--- src/rtl/mux_pkg.sv ---
// Shared types and constants for the 4-lane round-robin arbiter and its data mux.
package mux_pkg;

  localparam int NUM_LANES = 4;
  localparam int SEL_W     = 2;

  typedef enum logic {
    EMPTY = 1'b0,
    FULL  = 1'b1
  } state_t;

  typedef struct packed {
    state_t           state;
    logic [SEL_W-1:0] ptr;
  } arb_dbg_t;

  // Returns {found, lane}: the first requesting lane at or after ptr, wrapping modulo NUM_LANES.
  function automatic logic [SEL_W:0] rr_pick(input logic [NUM_LANES-1:0] valid,
                                             input logic [SEL_W-1:0]     ptr);
    logic [SEL_W:0]   res;
    logic [SEL_W-1:0] cand;
    res = '0;
    for (int k = NUM_LANES - 1; k >= 0; k--) begin
      cand = ptr + SEL_W'(k);
      if (valid[cand]) res = {1'b1, cand};
    end
    return res;
  endfunction

endpackage

--- src/rtl/mux_4x1.sv ---
// Plain 4:1 data multiplexer, BITS wide.
module mux_4x1
  import mux_pkg::*;
#(
  parameter int BITS = 4
) (
  input  logic [BITS-1:0]  in0,
  input  logic [BITS-1:0]  in1,
  input  logic [BITS-1:0]  in2,
  input  logic [BITS-1:0]  in3,
  input  logic [SEL_W-1:0] sel,
  output logic [BITS-1:0]  out
);

  always_comb begin
    out = in0;
    case (sel)
      2'd0: out = in0;
      2'd1: out = in1;
      2'd2: out = in2;
      2'd3: out = in3;
      default: out = in0;
    endcase
  end

endmodule

--- src/rtl/rr_arb_4x1.sv ---
// Four-lane round-robin arbiter feeding a single registered output slot.
// Handshake: a beat moves on any lane/port when valid and ready are both high at a rising edge.
module rr_arb_4x1
  import mux_pkg::*;
#(
  parameter int BITS = 4
) (
  input  logic                 clk,
  input  logic                 rst_n,
  input  logic [BITS-1:0]      in0,
  input  logic [BITS-1:0]      in1,
  input  logic [BITS-1:0]      in2,
  input  logic [BITS-1:0]      in3,
  input  logic [NUM_LANES-1:0] req_valid,
  output logic [NUM_LANES-1:0] req_ready,
  output logic [BITS-1:0]      out_data,
  output logic                 out_valid,
  input  logic                 out_ready,
  output logic [SEL_W-1:0]     out_sel,
  output arb_dbg_t             dbg
);

  state_t           state;
  logic [SEL_W-1:0] ptr;
  logic             slot_free;
  logic             gnt_found;
  logic [SEL_W-1:0] gnt_idx;
  logic [BITS-1:0]  mux_out;

  assign slot_free            = (state == EMPTY) || out_ready;
  assign {gnt_found, gnt_idx} = rr_pick(req_valid, ptr);

  // Gated by rst_n so no lane sees an accept while reset is asserted.
  always_comb begin
    req_ready = '0;
    if (rst_n && slot_free && gnt_found) req_ready[gnt_idx] = 1'b1;
  end

  mux_4x1 #(.BITS(BITS)) u_mux (
    .in0 (in0),
    .in1 (in1),
    .in2 (in2),
    .in3 (in3),
    .sel (gnt_idx),
    .out (mux_out)
  );

  always_ff @(posedge clk or negedge rst_n) begin
    if (!rst_n) begin
      state    <= EMPTY;
      ptr      <= '0;
      out_data <= '0;
      out_sel  <= '0;
    end else if (slot_free) begin
      if (gnt_found) begin
        state    <= FULL;
        out_data <= mux_out;
        out_sel  <= gnt_idx;
        ptr      <= gnt_idx + SEL_W'(1);
      end else begin
        state <= EMPTY;
      end
    end
  end

  assign out_valid = (state == FULL);
  assign dbg       = '{state: state, ptr: ptr};

endmodule
--- config.mk ---
export PLATFORM = sky130hd
export DESIGN_NAME = rr_arb_4x1
export DESIGN_NICKNAME = d
export VERILOG_FILES = /design/src/rtl/mux_pkg.sv /design/src/rtl/mux_4x1.sv /design/src/rtl/rr_arb_4x1.sv
export SDC_FILE = /design/constraint.sdc
export NUM_CORES = 1
export LEC_CHECK = 0
export BUFFER_PORTS_ARGS = -buffer_cell sky130_fd_sc_hd__buf_2
export CORE_UTILIZATION = 40
export CTS_BUF_LIST = sky130_fd_sc_hd__clkbuf_4 sky130_fd_sc_hd__clkbuf_8
export CTS_CLUSTER_SIZE = 10
export DETAILED_ROUTE_END_ITERATION = 10
export GPL_ROUTABILITY_DRIVEN = 0
export PLACE_DENSITY = 0.8
export SLEW_MARGIN = 30
export SYNTH_ARGS = -nofsm -noshare
export SYNTH_HDL_FRONTEND = slang
export SYNTH_HIERARCHICAL = 1
export SYNTH_SLANG_ARGS = --single-unit
--- constraint.sdc ---
create_clock -name clk -period 2.7 [get_ports clk]
set_clock_uncertainty 0.1 [all_clocks]
set_input_delay 0.135 -clock clk [delete_from_list [all_inputs] [get_ports clk]]
set_output_delay 0.135 -clock clk [all_outputs]
set_load 0.02 [all_outputs]
# Word-level counts from Yosys, hierarchy flattened
# Cells that the tools add are included.
# word_totals
regBits,9
latch_bits,0
ram_bits,0
romBits,0
inputBits,23
out_inout_bits,14
elab_cells,41
n_memories,0
# classes
n_addsub,4
mul,0
div,0
n_lt_le_gt_ge,6
eq_ne,3
shifts,0
mux,17
n_bitwise,1
n_reduce_logical,6
# op_table
op,count
$pmux W4 S4,1
$lt A2 B3 Y1 const B,5
$mux W3,4
$bmux W1 S2,4
$mux W1,6
$add A2 B1 Y2 const B,2
$add A2 B2 Y2 const B,2
$eq A2 B2 Y1 const B,2
$mux W4,1
$logic_and A1 B1 Y1,3
$demux W1 S2,1
$eq A2 B1 Y1 const B,1
$ge A2 B1 Y1 const B,1
$logic_not A2 Y1,1
$reduce_and A2 Y1,1
$logic_or A1 B1 Y1,1
$not A1 Y1,1

# Longest topological paths before layout
# Gate-level depths: netlist (run 1).
# depth
word_depth,12
mapped_depth,6
ltp_nobuf,6

# Hierarchy
# The synthesis (run 1) kept the hierarchy.
# by_module_without_submodules
mod,n_inst,cells_per_inst,area_each_um2,seq_area_each_um2
rr_arb_4x1,1,45,533.0,225.2
mux_4x1,1,4,105.1,0.0

# Worst setup path before layout (run 1)
# OpenSTA, ideal clock, no wires.
# synth_path
path_kind,register to register
startpoint,register ptr[0]
endpoint,register out_data[0]
setup_time_ns,0.125
arrival_time_ns,1.900
required_time_ns,2.475
slack_ns,0.575
stages_incl_launch_ff,7
path_buffers,0
period_less_slack_ns,2.125
cell_sequence,dfrtp_1 -> nor2b_1 -> nor3b_1 -> o22ai_1 -> inv_1 -> mux4_1 -> mux2_4
# synth_between
elab_chain_len,9
elab_cells_between_ends,21
cone_classes,add/sub: 3; eq/ne: 3; mux: 13; reduce/logical: 2
# synth_lines
element,line_no,rtl
from (decl),rr_arb_4x1.sv:24,logic [SEL_W-1:0] ptr;
from (signal assigned),rr_arb_4x1.sv:59,ptr <= gnt_idx + SEL_W'(1);
$add A2 B2 Y2,mux_pkg.sv:24,cand = ptr + SEL_W'(k);
$bmux W1 S2,mux_pkg.sv:25,"if (valid[cand]) res = {1'b1, cand};"
$mux W1 (implied by the code),mux_pkg.sv:25,
$mux W3 (3 in a row),mux_pkg.sv:25,
$mux W3 *,mux_pkg.sv:25,
via gnt_idx[0],rr_arb_4x1.sv:27,logic [SEL_W-1:0] gnt_idx;
"$eq A2 B2 Y1, or another cell as far along",mux_4x1.sv:17,case (sel)
$pmux W4 S4 *,mux_4x1.sv:17,
via mux_out[0],rr_arb_4x1.sv:28,logic [BITS-1:0] mux_out;
to (signal assigned),rr_arb_4x1.sv:57,out_data <= mux_out;
to (decl),rr_arb_4x1.sv:16,"output logic [BITS-1:0] out_data,"
# Mark *: on every way through the listed nets, which the timed path passes. The rest lies on a longest branch. The select of a mux whose other input is x is not followed.
# A chain may end at the register's enable or synchronous reset.

# Final worst setup path (run 1)
# layout_path
startpoint,register ptr[0]
endpoint,output port req_ready[3]
# layout_between
elab_chain_len,12
elab_cells_between_ends,22
cone_classes,add/sub: 3; order compare: 2; mux: 15; reduce/logical: 2
# layout_lines
element,line_no,rtl
$add A2 B2 Y2,mux_pkg.sv:24,
$bmux W1 S2,mux_pkg.sv:25,
$mux W1 (implied by the code),mux_pkg.sv:25,
$mux W3 (3 in a row),mux_pkg.sv:25,
$mux W3 *,mux_pkg.sv:25,
via gnt_idx[0],rr_arb_4x1.sv:27,
$lt A2 B3 Y1 (implied by the code) / $ge A2 B1 Y1 (equally long branches),rr_arb_4x1.sv:36,if (rst_n && slot_free && gnt_found) req_ready[gnt_idx] = 1'b1;
$logic_and A1 B1 Y1 (implied by the code),rr_arb_4x1.sv:36,
$mux W1 (implied by the code),rr_arb_4x1.sv:36,
$demux W1 S2 *,rr_arb_4x1.sv:36,
$mux W4 *,rr_arb_4x1.sv:36,
to (decl),rr_arb_4x1.sv:15,"output logic [NUM_LANES-1:0] req_ready,"
# Marked as above.

==> results of run 1 <==
cell type report:
cell class | instances | area, um^2
Sequential cell | 9 | 225
Fill cell | 137 | 633
Clock buffer | 4 | 30.0
Multi-Input combinational cell | 33 | 379
Timing Repair Buffer | 38 | 200
Tap cell | 16 | 20.0
Inverter | 5 | 18.8
cell usage in the layout (no fill, tap or decap):
cell type                       instances
sky130_fd_sc_hd__o21ai_0                1
sky130_fd_sc_hd__inv_1                  5
sky130_fd_sc_hd__nor2b_1                3
sky130_fd_sc_hd__dfrtp_1                9
sky130_fd_sc_hd__buf_2                 36
sky130_fd_sc_hd__nor4_2                 1
sky130_fd_sc_hd__a21oi_1                1
sky130_fd_sc_hd__nor2_1                 1
sky130_fd_sc_hd__o32a_1                 1
sky130_fd_sc_hd__and3_1                 4
sky130_fd_sc_hd__o22ai_1                1
sky130_fd_sc_hd__mux2_4                 5
sky130_fd_sc_hd__clkbuf_4               4
sky130_fd_sc_hd__nor3b_1                2
sky130_fd_sc_hd__mux4_1                 4
sky130_fd_sc_hd__dlygate4sd3_1          2
sky130_fd_sc_hd__mux2_2                 2
sky130_fd_sc_hd__ha_1                   4
sky130_fd_sc_hd__mux2i_1                1
sky130_fd_sc_hd__nand2b_1               1
sky130_fd_sc_hd__a21oi_2                1
critical path: cells and delay by family, from the launching register on:
kind | cells | cell delay, ns
compound gates | 1 | 0.34
fa+ha+maj | 1 | 0.23
flops | 1 | 0.41
simple gates | 3 | 0.44
buf+inv | 2 | 0.40
state kept, by name, summed over array words and instances (netlist names):
name,flops
out_sel,2
out_data,4
out_valid,1
ptr,2
metal layers:
| layer | share of wire [%] | global-route usage, % | vias up |
|---|---|---|---|
| li1 | - | - | 265 |
| met1 | 41 | 20.3 | 255 |
| met2 | 52 | 31.6 | 29 |
| met3 | 5.8 | 2.17 | 2 |
| met4 | 0.88 | 9.68 | 0 |
| met5 | 0 | 0 | - |
how the worst max path moves through the flow:
stage / startpoint / endpoint / slack (ns) / cells after the start
after detailed placement: ptr[0] / out_data[1] / 0.46 / 6
after global placement: ptr[1] / out_data[1] / 0.62 / 5
after CTS: ptr[0] / req_ready[3] / 0.39 / 7
after global routing: ptr[0] / req_ready[3] / 0.22 / 7
final: ptr[0] / req_ready[3] / 0.38 / 7
after floorplan: ptr[0] / out_data[0] / 0.57 / 6
Yosys cell counts (2+ instances only):
cell type,instances,area share [%]
sky130_fd_sc_hd__ha_1,4,7.8
sky130_fd_sc_hd__and3_1,4,3.9
sky130_fd_sc_hd__mux2_4,5,12
sky130_fd_sc_hd__mux2_2,2,3.5
sky130_fd_sc_hd__a21oi_1,2,1.6
sky130_fd_sc_hd__nor2b_1,3,2.9
sky130_fd_sc_hd__nor3b_1,2,2.4
sky130_fd_sc_hd__mux4_1,4,16
sky130_fd_sc_hd__inv_1,5,2.9
sky130_fd_sc_hd__dfrtp_1,9,35
where the power goes:
group | leakage [nW] | internal, mW | switching [mW]
Clock | 0.0184 | 0.0669 | 0.0456
Combinational | 0.356 | 0.207 | 0.217
Sequential | 0.102 | 0.195 | 0.0437
Total | 0.477 | 0.469 | 0.306
what timing repair did:
action	in CTS	in global routing
buffers inserted	0	0
hold buffers	2	0
setup endpoints to repair	0	0
hold endpoints to repair	10	0
cell families after synthesis:
logic type	after synthesis	share of synthesized area (%)
fa+ha+maj	4	7.84
flops	9	35.3
mux	12	33.3
buf+inv	7	5.88
compound gates	5	4.90
simple gates	12	12.7
==> reports/metrics.cfg, run 1 <==
[run_status]
status = finished with violations
violations = DRC

[critical_path]
crit_path_cell_trace = nor2b_1 > nor3b_1 > o22ai_1 > inv_1 > ha_1 > and3_1 > buf_2
path_max_fanout = 6
worst_setup_path_start_kind = flop
r2r_start = ptr[0]
r2r_path_end = out_data[1]
timing.critical_path.slowest_cell_delay_ns = 0.41
crit_path_top_delay_cell = sky130_fd_sc_hd__dfrtp_1
rrSetupSlack_ns = 0.44
cp-end-kind = primary output
arrival_ns = 2.08
worst-endpoint-required_ns = 2.47
timing.reg2reg.worst_path_depth = 6
setup.worst_path.class = flop to primary output

[die]
design.core.area_um2 = 1510
die_width_um = 41.9
floorplan.initialDensity_pct = 42.4
die_h_um = 41.9
ios = 37
fp-row-count = 14
die-area_um2 = 1760

[finish]
post-route-util_pct = 58.0
num-nets-final = 117
area_delta_synth_final_pct = 36.9
num_antenna_cells = 0
final_layout_size_suffix_gt1_share_pct = 55.1
final_area_um2 = 873
fin_cells = 105

[sta]
fin_tns_setup_ns = 0
finalHoldViolCount = 0
period_share_pct = 85.8
setup-violations-final = 0
final_period_minus_worst_setup_slack_ns = 2.32
whs_ns = 0.0578
grt_setup_unrepaired = no
setup_slack_after_layout_ns = 0.385
fmax_ghz = 0.432
worst_slew_margin_relative_to_its_limit_pct = 48.4
final_max_slew_viol_count = 0
tightest_slew_ns = 0.774

[place]
post_dp_cell_area_um2 = 823
placedCellCount = 99
placement.io_buffers = 36
detailedPlacementHpwl_um = 1090
pre_cts_ws_ns = 0.462

[min_path]
hp-start = req_valid[2]
worstHoldEndpoint = out_valid
worstHoldPathType = primary input to flop
hold-path-cell-count = 3

[clock_network]
clock_latency_ns = 0.25
tritoncts = yes
cts-root-to-sink-buffers = 2
clkSlewWorstSetupHoldPaths_ns = 0.06
root_buffer = sky130_fd_sc_hd__clkbuf_4
htree_num_levels = 1
cts_sinks = 9
cts.repair.resized = 0
cts_made_buffers = 3

[global_route]
grt_pass1_wl_um = 2330
grt_start_max_net_pins = 14
grt_overflow = 0
via_count_of_the_first_global_routing_pass = 581
grtUsageTotal_pct = 17.7
initial_antenna_violation_count = 0

[pwr]
peak_supply_drop_v = 0.000314
p_total_uw = 775
pwr_density_cell_nw_per_um2 = 888
leakagePower_nw = 0.477

[route]
drt_first_iter_violations = 5
route.detailed.wl_per_inst_um = 14.1
num_vias = 551
firstDrtPassIters = 6
drt_drc_violations_left = 1
drt-total-wl_um = 1480
drt.antenna.violating_nets = 0
vias_per_cell = 5.25

[synthesis]
synth.net_count = 76
synth_area_per_cell_um2 = 13.0
synth.cell_area_um2 = 638
postSynthCellCount = 49
most_instantiated_flip_flop_cell_in_the_synthesis_netlist = sky130_fd_sc_hd__dfrtp_1
number_of_distinct_library_cells_after_synthesis = 19
yosys_warnings = 6
share_of_the_yosys_chip_area_belonging_to_registers_pct = 35.3
synth-seq-cells = 9
post_synth_edffs = 0
ys_async_sr_fraction_pct = 100

[job]
max_cap_viol_count = 0

No activity file was read; power rests on OpenSTA's default activity.
==> inputs of run 2 (changes only) <==
- CTS_CLUSTER_DIAMETER: not set -> 120
- REMOVE_ABC_BUFFERS: not set -> 1
==> run 2 against run 1 <==
Effect of this change: the flow now finishes without violations; sequential power shrank 2%; final cell count is the same; flip-flop and latch count is the same; worst setup slack gained 0.10 ns; via count is the same; first-iteration DRC count grew 20%; wire length shrank 6.2%; sequential share of layout area is the same; critical path depth is the same; largest power group unchanged; largest cell class unchanged.
==> reports/metrics.cfg, run 2 (same netlist as run 1, synthesis figures left out) <==
[die]
ios = 37  ; unchanged
design.core.area_um2 = 1510  ; unchanged
die-area_um2 = 1760  ; unchanged
die_width_um = 41.9  ; unchanged
die_h_um = 41.9  ; unchanged
fp-row-count = 14  ; unchanged
floorplan.initialDensity_pct = 42.4  ; unchanged

[global_route]
via_count_of_the_first_global_routing_pass = 523  ; -10%
grtUsageTotal_pct = 17.1  ; -0.63 points
grt_start_max_net_pins = 14  ; unchanged
grt_pass1_wl_um = 2270  ; -2.4%
grt_overflow = 0  ; unchanged
initial_antenna_violation_count = 0  ; unchanged

[sta]
final_period_minus_worst_setup_slack_ns = 2.21  ; -0.103 ns
worst_slew_margin_relative_to_its_limit_pct = 50.7  ; +2.3 points
tightest_slew_ns = 0.740  ; -0.0341 ns
fin_tns_setup_ns = 0  ; unchanged
setup-violations-final = 0  ; unchanged
finalHoldViolCount = 0  ; unchanged
whs_ns = 0.0383  ; -0.0194 ns
fmax_ghz = 0.452  ; +4.6%
period_share_pct = 82.0  ; -3.8 points
grt_setup_unrepaired = no
final_max_slew_viol_count = 0  ; unchanged

[job]
max_cap_viol_count = 0  ; unchanged

[critical_path]
arrival_ns = 1.98  ; -0.10 ns
crit_path_cell_trace = nor2b_1 > nor3b_1 > o22ai_1 > inv_1 > ha_1 > and3_1 > buf_2
worst-endpoint-required_ns = 2.47  ; about the same
path_max_fanout = 6  ; unchanged
timing.critical_path.slowest_cell_delay_ns = 0.41  ; about the same
path_buf_inv = 2  ; unchanged
setup.worst_path.class = flop to primary output
critical-path-top-delay-family = flip-flops
worst_setup_path_start_kind = flop
cp-end-kind = primary output
crit_path_top_delay_cell = sky130_fd_sc_hd__dfrtp_1

[finish]
final_layout_size_suffix_gt1_share_pct = 55.1  ; unchanged
area_delta_synth_final_pct = 36.9  ; unchanged
leading_registers_by_flop_count = out_data (4), out_sel (2), ptr (2)
fin_cells = 105  ; unchanged
num-nets-final = 117  ; unchanged
most_common_cell_after_layout_fill_and_taps_aside = sky130_fd_sc_hd__buf_2
num_antenna_cells = 0  ; unchanged
regMostFlops = out_data
final_cell_mix = 36 x sky130_fd_sc_hd__buf_2, 9 x sky130_fd_sc_hd__dfrtp_1, 5 x sky130_fd_sc_hd__inv_1, 5 x sky130_fd_sc_hd__mux2_4
largest_register_ffs = 4  ; unchanged

[pwr]
p_total_uw = 772  ; -0.50%
pwr_density_cell_nw_per_um2 = 883  ; -0.50%
leakagePower_nw = 0.477  ; unchanged
peak_supply_drop_v = 0.000404  ; +29%

[clock_network]
root_buffer = sky130_fd_sc_hd__clkbuf_4
tritoncts = yes
htree_num_levels = 1  ; unchanged
cts-root-to-sink-buffers = 2  ; unchanged
cts_sinks = 9  ; unchanged
clock_latency_ns = 0.26  ; about the same
cts_made_buffers = 3  ; unchanged
clkSlewWorstSetupHoldPaths_ns = 0.06  ; about the same
setup_bufs_post_cts = 0  ; unchanged

[place]
placement.io_buffers = 36  ; unchanged
placedCellCount = 99  ; unchanged

[route]
firstDrtPassIters = 4  ; -2
drt.antenna.violating_nets = 0  ; unchanged
route.detailed.wl_per_inst_um = 13.2  ; -6.2%
vias_per_cell = 5.25  ; unchanged
drt-total-wl_um = 1380  ; -6.2%
drt_first_iter_violations = 6  ; +1
num_vias = 551  ; unchanged
drt_drc_violations_left = 0  ; -1

[run_status]
status = complete, no violations

[min_path]
worstHoldPathType = primary input to flop

run 2: metal layers:
layer,up-vias,GRT usage (%),wire length [um]
met1,265,23.3,635
met4,0,5.81,0
li1,265,-,-
met5,-,0,0
met2,21,25.9,657
met3,0,4.78,91
run 2: stage by stage:
step | worst slack (ns) | cell area [um^2] | utilization, %
CTS | 0.461 | 873 | 58.0
detailed placement | 0.535 | 823 | 54.7
global route | 0.255 | 873 | 58.0
finish | 0.487 | 873 | 58.0
floorplan | 0.575 | 619 | -
global placement | 0.613 | 820 | 54.4
run 2: worst min-delay path, cell delays in order:
cell and delay [ns]:
sky130_fd_sc_hd__buf_2 0.11, sky130_fd_sc_hd__nor4_2 0.05, sky130_fd_sc_hd__o21ai_0 0.06
run 2: power by group:
part	internal, mW	leakage (nW)	total, mW	switching [mW]
Clock	0.0671	0.0184	0.117	0.0498
Sequential	0.195	0.102	0.234	0.0390
Combinational	0.206	0.356	0.420	0.214
run 2: final timing paths:
path / startpoint / endpoint / slack [ns] / cells after the start
worst max-delay path: ptr[0] / req_ready[1] / 0.49 / 7
worst min-delay path: req_valid[2] / out_valid / 0.04 / 3
worst max register to register: ptr[0] / out_data[2] / 0.53 / 6
worst min register to register: out_sel[1] / out_sel[1] / 0.40 / 1
max in group asynchronous: rst_n / out_sel[0] / 2.09 / 2
min in group asynchronous: rst_n / out_valid / 0.18 / 2
run 2: timing repair:
| action | 4_1_cts | 5_1_grt |
|---|---|---|
| hold buffers | 2 | 0 |
| endpoints found under the hold margin | 10 | 0 |
| endpoints found under the setup margin | 0 | 0 |
| gates resized for setup | 0 | 0 |
run 2: layout make-up:
cell class | count | area, um^2
clock buffer | 4 | 30.0
fill | 134 | 633
sequential | 9 | 225
timing repair buffer | 38 | 200
inverter | 5 | 18.8
tap | 16 | 20.0
multi-input combinational | 33 | 379
==> inputs of run 3 (changes only) <==
- clock period: 2.7 -> 2.2 ns (I/O delays scaled with it)
==> run 3 against run 2 <==
Effect of this change: clock-buffer cell count unchanged; critical path type unchanged; wire length down 4.2%; clock power up 19%; critical endpoint is now req_ready[0]; highest routed layer unchanged.
==> reports/metrics.cfg, run 3 (same netlist as run 1, synthesis figures left out) <==
[run_status]
status = complete, no violations

[route]
route.detailed.wl_per_inst_um = 12.3  ; -6.9%
drt_first_iter_violations = 4  ; -2
drt-total-wl_um = 1330  ; -4.2%
num_vias = 547  ; -0.73%
wl_met3_um = 84  ; -7.7%
firstDrtPassIters = 4  ; unchanged
vias_per_cell = 5.06  ; -3.5%
drt_drc_violations_left = 0  ; unchanged
met2_length_um = 657  ; unchanged
met1_length_um = 584  ; -8.0%
dr.max_layer_used = met3
drt.antenna.violating_nets = 0  ; unchanged

[sta]
worst_slew_margin_relative_to_its_limit_pct = 78.2  ; +28 points
setup-violations-final = 0  ; unchanged
fin_tns_setup_ns = 0  ; unchanged
final_max_slew_viol_count = 0  ; unchanged
finalHoldViolCount = 0  ; unchanged
period_share_pct = 91.5
final_period_minus_worst_setup_slack_ns = 2.01
fmax_ghz = 0.497
tightest_slew_ns = 0.326  ; -0.414 ns
grt_setup_unrepaired = no

[finish]
most_common_cell_after_layout_fill_and_taps_aside = sky130_fd_sc_hd__buf_2
final_layout_size_suffix_gt1_share_pct = 55.4  ; +0.38 points
final_area_um2 = 895  ; +2.4%
largest_register_ffs = 4  ; unchanged
area_delta_synth_final_pct = 40.2
num_antenna_cells = 0  ; unchanged
regMostFlops = out_data
num-nets-final = 120  ; +2.6%
final_cell_mix = 36 x sky130_fd_sc_hd__buf_2, 9 x sky130_fd_sc_hd__dfrtp_1, 5 x sky130_fd_sc_hd__mux2_4
leading_registers_by_flop_count = out_data (4), out_sel (2), ptr (2)

[die]
ios = 37  ; unchanged
die_h_um = 41.9  ; unchanged
die-area_um2 = 1760  ; unchanged
fp-row-count = 14  ; unchanged
die_width_um = 41.9  ; unchanged
design.core.area_um2 = 1510  ; unchanged
floorplan.initialDensity_pct = 42.4  ; unchanged

[clock_network]
htree_num_levels = 1  ; unchanged
tritoncts = yes
cts_sinks = 9  ; unchanged
setup_bufs_post_cts = 0  ; unchanged
root_buffer = sky130_fd_sc_hd__clkbuf_4
clkSlewWorstSetupHoldPaths_ns = 0.06  ; about the same
clock_latency_ns = 0.25  ; about the same
cts_made_buffers = 3  ; unchanged
cts-root-to-sink-buffers = 2  ; unchanged

[pwr]
leakagePower_nw = 0.486  ; +1.9%
pwr_density_cell_nw_per_um2 = 1070  ; +21%
peak_supply_drop_v = 0.000398  ; -1.6%

[global_route]
via_count_of_the_first_global_routing_pass = 527  ; +0.76%
grt_pass1_wl_um = 2260  ; -0.62%
initial_antenna_violation_count = 0  ; unchanged
grt_overflow = 0  ; unchanged
grt_start_max_net_pins = 14  ; unchanged
grtUsageTotal_pct = 16.9  ; -0.14 points

[place]
post_dp_cell_area_um2 = 835  ; +1.4%
placement.io_buffers = 36  ; unchanged
detailedPlacementHpwl_um = 1010

[critical_path]
path_max_fanout = 8  ; +2
worst_setup_path_start_kind = flop
arrival_ns = 1.80  ; -0.18 ns
worst-endpoint-required_ns = 1.99  ; -0.48 ns
r2r_start = ptr[0]
rrSetupSlack_ns = 0.20  ; -0.33 ns
r2r_path_end = out_data[2]
setup.worst_path.class = flop to primary output
timing.critical_path.slowest_cell_delay_ns = 0.43  ; +0.02 ns
cp-end-kind = primary output
crit_path_cell_trace = a21oi_1 > o32a_1 > inv_1 > ha_1 > and3_1 > buf_2
crit_path_top_delay_cell = sky130_fd_sc_hd__dfrtp_1
path_buf_inv = 2  ; unchanged
critical-path-top-delay-family = compound AO/OA/AOI/OAI gates
worst_setup_path_startpoint = ptr[1]
timing.reg2reg.worst_path_depth = 6  ; unchanged

[min_path]
worstHoldPathType = primary input to async pin

[job]
max_cap_viol_count = 0  ; unchanged

## run 3: cell count changes in the layout (fill, tap and decap cells not counted), sizes merged
cell	previous run	this run
buf	36	38
dlygate4sd3	2	3
## run 3: worst register-to-register path: stages, from the launching register on
cell and delay [ns]:
sky130_fd_sc_hd__dfrtp_1 0.39, sky130_fd_sc_hd__nor2b_1 0.08, sky130_fd_sc_hd__nor3b_1 0.21, sky130_fd_sc_hd__o22ai_1 0.13
sky130_fd_sc_hd__inv_2 0.14, sky130_fd_sc_hd__mux4_1 0.56, sky130_fd_sc_hd__mux2_4 0.27
## run 3: metal layers
| metal | GRT usage, % | vias to the layer above |
|---|---|---|
| met5 | 0 | - |
| met4 | 5.81 | 0 |
| met3 | 4.35 | 0 |
| met2 | 26.6 | 19 |
| met1 | 22.7 | 260 |
| li1 | - | 268 |
## run 3: layout make-up
cell class | count | area [um^2]
clock buffer | 4 | 30.0
inverter | 5 | 18.8
fill | 134 | 612
timing repair buffer | 41 | 225
tap | 16 | 20.0
multi-input combinational | 33 | 375
sequential | 9 | 225
## run 3: power breakdown
| group | switching (mW) | internal [mW] |
|---|---|---|
| clock network | 0.0570 | 0.0822 |
| logic | 0.265 | 0.264 |
| registers | 0.0504 | 0.240 |
## run 3: how the worst max path moves through the flow
stage	cells after the start	slack (ns)	endpoint
3_3_place_gp	6	0.21	out_data[2]
5_1_grt	6	0.02	out_data[2]
4_1_cts	6	0.12	out_data[2]
6_report	6	0.19	req_ready[0]
2_1_floorplan	6	0.07	out_data[0]
3_5_place_dp	6	0.14	out_data[2]
## run 3: stage by stage
| stage | util, % | power, mW | cells | hold slack (ns) | worst slack, ns |
|---|---|---|---|---|---|
| after floorplan | - | 0.653 | 47 | -0.286 | 0.0748 |
| after global placement | 55.4 | 0.807 | 101 | -0.107 | 0.209 |
| after detailed placement | 55.4 | 0.819 | 101 | -0.105 | 0.137 |
| after CTS | 59.4 | 0.967 | 108 | 0.150 | 0.115 |
| after global routing | 59.4 | 1.03 | 108 | 0.187 | 0.0151 |
| final | 59.4 | 0.958 | 108 | 0.158 | 0.186 |
## run 3: timing repair
| action | 4_1_cts | 5_1_grt |
|---|---|---|
| endpoints found under the hold margin | 10 | 0 |
| hold buffers | 3 | 0 |
| endpoints found under the setup margin | 0 | 4 |
| resized for setup | 0 | 1 |
